## src/rtl/unary_window_decoder_if.sv

```systemverilog
// Handshake and bitstream signals between a unary-stream source/consumer and the window decoder.
interface unary_window_decoder_if #(
  parameter int WIDTH    = 8,
  parameter int LOGWIDTH = 3
);
  logic                start;
  logic [LOGWIDTH:0]   winLog;
  logic                enable;
  logic                inBit;
  logic                busy;
  logic                outValid;
  logic                outReady;
  logic [WIDTH-1:0]    outData;

  modport master (
    output start, winLog, enable, inBit, outReady,
    input  busy, outValid, outData
  );

  modport slave (
    input  start, winLog, enable, inBit, outReady,
    output busy, outValid, outData
  );
endinterface

```

## src/rtl/unary_window_decoder.sv

```systemverilog
// Counts 1s over a window of 2^winLog enabled bits and rescales the count to WIDTH bits.
module unary_window_decoder #(
  parameter int WIDTH    = 8,
  parameter int LOGWIDTH = 3
) (
  input  logic                  clk,
  input  logic                  rst,
  unary_window_decoder_if.slave bus
);
  typedef enum logic [1:0] {IDLE, ACCUM, HOLD} state_t;

  localparam logic [LOGWIDTH:0] WMAX = (LOGWIDTH+1)'(WIDTH);
  localparam logic [WIDTH:0]    ONE  = (WIDTH+1)'(1);

  state_t            state_q, state_d;
  logic [WIDTH:0]    ones_q, ones_d;
  logic [WIDTH:0]    bits_q, bits_d;
  logic [LOGWIDTH:0] win_q, win_d;
  logic [WIDTH-1:0]  data_q, data_d;
  logic              valid_q, valid_d;

  logic [LOGWIDTH:0] win_clamp;
  logic [WIDTH:0]    last_idx;
  logic [WIDTH:0]    count;
  logic [WIDTH:0]    scaled;

  always_comb begin
    win_clamp = (bus.winLog > WMAX) ? WMAX : bus.winLog;
    last_idx  = (ONE << win_q) - ONE;
    count     = ones_q + {{WIDTH{1'b0}}, bus.inBit};
    // A full window of 1s overflows into bit WIDTH and saturates.
    scaled    = count << (WMAX - win_q);
  end

  always_comb begin
    state_d = state_q;
    ones_d  = ones_q;
    bits_d  = bits_q;
    win_d   = win_q;
    data_d  = data_q;
    valid_d = valid_q;
    case (state_q)
      IDLE: begin
        if (bus.start) begin
          win_d   = win_clamp;
          ones_d  = '0;
          bits_d  = '0;
          state_d = ACCUM;
        end
      end
      ACCUM: begin
        if (bus.enable) begin
          ones_d = count;
          bits_d = bits_q + ONE;
          if (bits_q == last_idx) begin
            state_d = HOLD;
            valid_d = 1'b1;
            data_d  = scaled[WIDTH] ? '1 : scaled[WIDTH-1:0];
          end
        end
      end
      HOLD: begin
        if (bus.outReady) begin
          valid_d = 1'b0;
          if (bus.start) begin
            win_d   = win_clamp;
            ones_d  = '0;
            bits_d  = '0;
            state_d = ACCUM;
          end else begin
            state_d = IDLE;
          end
        end
      end
      default: state_d = IDLE;
    endcase
  end

  always_ff @(posedge clk) begin
    if (rst) begin
      state_q <= IDLE;
      ones_q  <= '0;
      bits_q  <= '0;
      win_q   <= '0;
      data_q  <= '0;
      valid_q <= 1'b0;
    end else begin
      state_q <= state_d;
      ones_q  <= ones_d;
      bits_q  <= bits_d;
      win_q   <= win_d;
      data_q  <= data_d;
      valid_q <= valid_d;
    end
  end

  assign bus.busy     = (state_q == ACCUM);
  assign bus.outValid = valid_q;
  assign bus.outData  = data_q;
endmodule

```

## src/flat_wrapper.sv

```systemverilog
// flat-port wrapper written by rule: the top's interface ports become plain ports
module unary_window_decoder_flat 
#(
  parameter int WIDTH    = 8,
  parameter int LOGWIDTH = 3
)
  (clk, rst, bus_start, bus_winLog, bus_enable, bus_inBit, bus_outReady, bus_busy, bus_outValid, bus_outData);
  unary_window_decoder_if #(.WIDTH(WIDTH), .LOGWIDTH(LOGWIDTH)) bus_i ();
  input  logic clk;
  input  logic rst;
  input wire logic [$bits(bus_i.start)-1:0] bus_start;
  input wire logic [$bits(bus_i.winLog)-1:0] bus_winLog;
  input wire logic [$bits(bus_i.enable)-1:0] bus_enable;
  input wire logic [$bits(bus_i.inBit)-1:0] bus_inBit;
  input wire logic [$bits(bus_i.outReady)-1:0] bus_outReady;
  output wire logic [$bits(bus_i.busy)-1:0] bus_busy;
  output wire logic [$bits(bus_i.outValid)-1:0] bus_outValid;
  output wire logic [$bits(bus_i.outData)-1:0] bus_outData;
  assign bus_i.start = bus_start;
  assign bus_i.winLog = bus_winLog;
  assign bus_i.enable = bus_enable;
  assign bus_i.inBit = bus_inBit;
  assign bus_i.outReady = bus_outReady;
  assign bus_busy = bus_i.busy;
  assign bus_outValid = bus_i.outValid;
  assign bus_outData = bus_i.outData;
  unary_window_decoder #(.WIDTH(WIDTH), .LOGWIDTH(LOGWIDTH)) u_core (.clk(clk), .rst(rst), .bus(bus_i));
endmodule
```

## config.mk

```make
export PLATFORM = sky130hd
export DESIGN_NAME = unary_window_decoder_flat
export DESIGN_NICKNAME = d
export VERILOG_FILES = /design/src/rtl/unary_window_decoder_if.sv /design/src/rtl/unary_window_decoder.sv /design/src/flat_wrapper.sv
export SDC_FILE = /design/constraint.sdc
export NUM_CORES = 1
export LEC_CHECK = 0
export ABC_AREA = 1
export CAP_MARGIN = 30
export CORE_MARGIN = 5
export CORE_UTILIZATION = 45
export CTS_CLUSTER_DIAMETER = 150
export DETAILED_ROUTE_END_ITERATION = 6
export DONT_BUFFER_PORTS = 1
export PLACE_DENSITY_LB_ADDON = 0.12
export SYNTH_ARGS = -nofsm -noshare
export SYNTH_HDL_FRONTEND = slang
export SYNTH_SLANG_ARGS = --single-unit
export TNS_END_PERCENT = 5
```

## constraint.sdc

```tcl
create_clock -name clk -period 2.4 [get_ports clk]
set_input_delay 0.24 -clock clk [delete_from_list [all_inputs] [get_ports clk]]
set_output_delay 0.24 -clock clk [all_outputs]
set_load 0.005 [all_outputs]
```

* Word-level counts from Yosys, hierarchy flattened *
Cells that the tools add are included.
W data, S select, Z words.

operators by class
  reduce and logical (&&, ||, !) cells = 9
  order comparisons = 1
  eq/ne operators = 7
  shift-type cells = 2
  add/sub/neg operators = 4
  bitwise operators = 0
  divide/modulo/power cells = 0
  mux-type cells = 23
  multiply operators = 0

operator list
  cell                   number
  $mux W9                6
  $pmux W9 S3            2
  $mux W4                3
  $add A9 B1 Y9          1
  $add A9 B1 Y9 const B  1
  $eq A9 B9 Y1           1
  $shl A1 B4 Y9 const A  1
  $shl A9 B4 Y9          1
  $sub A9 B1 Y9 const B  1
  $mux W2                4
  $mux W8                1
  $pmux W4 S2            1
  $reduce_and A4 Y1      2
  $ne A2 B2 Y1 const B   3
  $pmux W2 S3            1
  $reduce_and A3 Y1      2
  $gt A4 B4 Y1 const B   1
  $mux W1                4
  $reduce_bool A2 Y1     2
  $sub A4 B4 Y4 const A  1
  $reduce_bool A3 Y1     1
  $eq A2 B1 Y1 const B   1
  $eq A2 B2 Y1 const B   1
  $logic_not A2 Y1       1
  other kinds (3)        3

storage, ports and cells
  latch bits = 0
  logic and storage cells = 52
  register bits = 33
  memories kept = 0
  memory bits (writable) = 0
  bits in read-only memories = 0
  input bits = 10
  output and inout port bits = 10

* Longest topological paths before layout *
  depth after elaboration = 6
  gate-level depth with buffers = 19
  mapped depth without buffers = 18

* Least setup slack after synthesis *
OpenSTA, ideal clock, no wires.

  kind = flip-flop to flip-flop
  from = register u_core.win_q[0]
  to = register u_core.data_q[6] (netlist: u_core.bus.outData[6])
  period minus slack after synthesis = 2.468 ns
  setup time = 0.117 ns
  cell stages (with the launch flop) = 17
  arrival time = 2.351 ns
  data required time = 2.283 ns
  buffers on the path = 1
  setup slack = -0.068 ns
  path through = dfxtp_1 > inv_1 > clkbuf_1 > ha_1 > ha_1 > nand2_4 > ha_1 > or2_2 > nand2_1 > a21oi_2 > nand3_1 > nor2_1 > nand2_1 > nor2_4 > nand3_4 > nor3_1 > nor2_1

on the way
  word-level cells in the longest chain between the ends = 4

ends and longest elaborated chain
  item                                line                        RTL
  start, declared                     unary_window_decoder.sv:18  logic [LOGWIDTH:0] win_q, win_d;
  start signal, assigned              unary_window_decoder.sv:91  win_q <= win_d;
  $shl A1 B4 Y9                       unary_window_decoder.sv:29  last_idx = (ONE << win_q) - ONE;
  $sub A9 B1 Y9                       unary_window_decoder.sv:29
  $eq A9 B9 Y1                        unary_window_decoder.sv:55  if (bits_q == last_idx) begin
  $reduce_and A3 Y1 (no source line)  -
  end signal, assigned                unary_window_decoder.sv:92  data_q <= data_d;
  end, declared                       unary_window_decoder.sv:19  logic [WIDTH-1:0] data_q, data_d;

Parallel ways exist; a longest one is shown, timed or not.
A chain may end at the register's enable or synchronous reset.

* Worst setup path in the final report *
  from = register u_core.win_q[0]
  to = register u_core.data_q[2] (netlist: u_core.bus.outData[2])

The elaborated chain is that of the path after synthesis.

==> summary.txt <==
H-Tree Depth: 2
ranking of synthesized cells by area: dfxtp_1, nand2_1, nand3_1
DRT Wirelength: 6560 µm
largest family of logic cells by synthesized area: simple AND/OR/NAND/NOR gates
drt first pass iters: 4
leading area contributor after synthesis: dfxtp_1
maxcap violations: 0
DRC errors left: 0
fin. max-slew vios: 0
Setup Skew: 0.00974 ns
CTS tree: done
RePlAce Congestion: 0.867
vias per inst: 5.02
total CTS buffers: 5
max_slew headroom: 72.6%
clock buffer depth: 2
pre-CTS setup slack: 0.0301 ns
status: completed
Crit path required time: 2.63 ns
sum of buffers and inverters on the critical path: 1
post-synthesis mux area share: 0%
clk_lat worst skew: 0.29 ns
Synth top cells by count: nand2_1, inv_1, nand3_1, nor2_1, dfxtp_1
reg2reg setup slack: 0.17 ns
worst hold slack: 0.0115 ns
largest net degree at the start of global routing: 18
vias in the first global route: 2,407
first-pass GRT wire length: 10,900 µm
antenna violations before repair: 0
Tot GR Track Use: 18.0%
Crit. End Element: flip-flop
Post-DRT Antenna Nets: 0
Hold Path Class: input port to flip-flop
clock root buffer master: clkbuf_8
crit path DAT: 2.46 ns
Placeable Area: 5610 µm²
Slowest cell on crit path: dfxtp_1
post-synthesis xor/xnor area fraction: 1.95%
total grt overflow: 0
critical path launch point type: flip-flop
critical path, cell by cell: inv_2 -> ha_4 -> ha_4 -> nand2_4 -> ha_4 -> or2_2 -> nand2_1 -> a21oi_2 -> nand3_1 -> nor2_1 -> nand2_1 -> nor2_4 -> nand3_2 -> nand2_1 -> nand2_1 -> nor2_1
leakage: 1.36 nW
Mapped Cells: 447
die height: 86.5 µm
share of the synthesized area in the top cell type: 25.1%
Reg clk slew, reported paths: 0.07 ns
Buffers on Ports: 0
routed len/inst: 12.2 µm
Max Freq: 0.449 GHz
peak supply drop: 0.297 mV
Synth cell types: 33
R2R Path End: u_core.bus.outData[2]
end of the critical path: u_core.bus.outData[2]
synthesized area: 2630 µm²
Final Hold Violating Endpoints: 0
CP Class: flip-flop to flip-flop
area growth from synthesis to layout: 13.7%
Compound-Gate Fraction of Synth Area: 7.90%
Async S/R FF share, synth: 0%
crit path max fanout: 5
Synthesis Warnings: 0
worst-margin pin slew: 0.407 ns
RR Startpoint: u_core.win_q[0]
sequential fraction of the synthesis area: 25.1%
cell depth of the worst setup path: 16
RSZ-0062 raised after global routing: false
setup ws final: 0.171 ns
initial DRC count: 165
power per cell area: 566 nW/µm²
Ant. Diodes: 0
Sink Count: 33
Die Area: 7470 µm²
delay-heaviest family, CP: simple AND/OR/NAND/NOR gates
placed cell count: 520
setup TNS: 0 ns
max incr delay on CP: 0.33 ns
post-layout minimum cycle time: 2.23 ns
Final #Nets: 484
Final setup viols: 0
simple-gate share of the synthesized area: 50.0%
Vias: 2,695
Reg2Reg Depth: 16
Mapped Avg Cell Area: 5.88 µm²
Top FF cell, synth: dfxtp_1
initial core utilization: 46.9%
I/O Pins: 20
fin crit share: 92.9%
Post-DP HPWL: 4960 µm
Adder-Cell Fraction of Synth Area: 4.76%
EDFF count, synth: 0
num rows: 27
fin util: 53.3%
non-filler cells, final: 537
synthesized flop and latch total: 33
Die W: 86.5 µm
most frequent cell after synthesis: nand2_1
layout cells sized above 1: 13.3%
most used cell, CP: nand2_1
Synthesized Nets: 467
crit path from: u_core.win_q[0]
[state kept, by name, summed over array words and instances (netlist names)]
| register | flops |
|---|---|
| u_core.bits_q | 9 |
| u_core.ones_q | 9 |
| u_core.bus.outData | 8 |
| u_core.win_q | 4 |
| u_core.state_q | 2 |
| u_core.bus.outValid | 1 |
[what timing repair did]
item | in CTS | in global routing
buffers inserted | 0 | 7
setup endpoints to repair | 0 | 11
hold endpoints to repair | 0 | 3
resized for setup | 0 | 13
hold buffers | 0 | 1
[cells in the final DEF (no fill, tap or decap), types with 7 or more instances in the layout]
master and instances:
o21ai_0 10, dfxtp_1 33, nand3_2 7, nor2_1 37
clkbuf_8 7, nand2_1 164, nand4_1 7, buf_4 15
inv_1 53, nand3_1 51, a21oi_1 24
[layer usage]
layer,GRT usage [%],routed length [µm],share of wire [%]
met1,24.3,3260,50
met2,29.1,2880,44
met3,3.71,331,5.0
met4,4.82,91,1.4
met5,0,0,0
[how the worst min path moves through the flow]
stage                     slack, ns               end           from  depth (start not counted)
after detailed placement       0.31  u_core.bits_q[8]            rst                          1
after CTS                     0.002  u_core.bits_q[8]            rst                          1
after floorplan                0.38   u_core.win_q[0]  bus_winLog[0]                          2
after global placement         0.31  u_core.bits_q[8]            rst                          1
after global routing          0.002  u_core.ones_q[4]            rst                          1
final                          0.01  u_core.ones_q[5]            rst                          1
[through the flow]
step                      power (mW)  cell area [µm²]
after floorplan                 1.04             2630
after global placement          1.16             2750
after CTS                       1.65             2850
after detailed placement        1.16             2750
after global routing            1.82             2990
final                           1.69             2990
[final cells by class]
| class | count | area (µm²) |
|---|---|---|
| Fill cell | 630 | 2620 |
| Sequential cell | 33 | 661 |
| Clock buffer | 7 | 96.3 |
| Tap cell | 72 | 90.1 |
| Inverter | 61 | 231 |
| Multi-Input combinational cell | 346 | 1770 |
| Clock inverter | 1 | 5.00 |
| Timing Repair Buffer | 17 | 134 |
[where the power goes]
part / internal [mW] / total (mW) / switching, mW
Sequential: 0.568 / 0.589 / 0.0211
Clock: 0.260 / 0.482 / 0.222
Combinational: 0.219 / 0.622 / 0.403
[logic make-up after synthesis]
logic type      count (synthesis)
xor+xnor                        5
flops                          33
fa+ha+maj                      10
simple gates                  291
buf+inv                        69
compound gates                 39
Power figures use the tool's default switching activity.
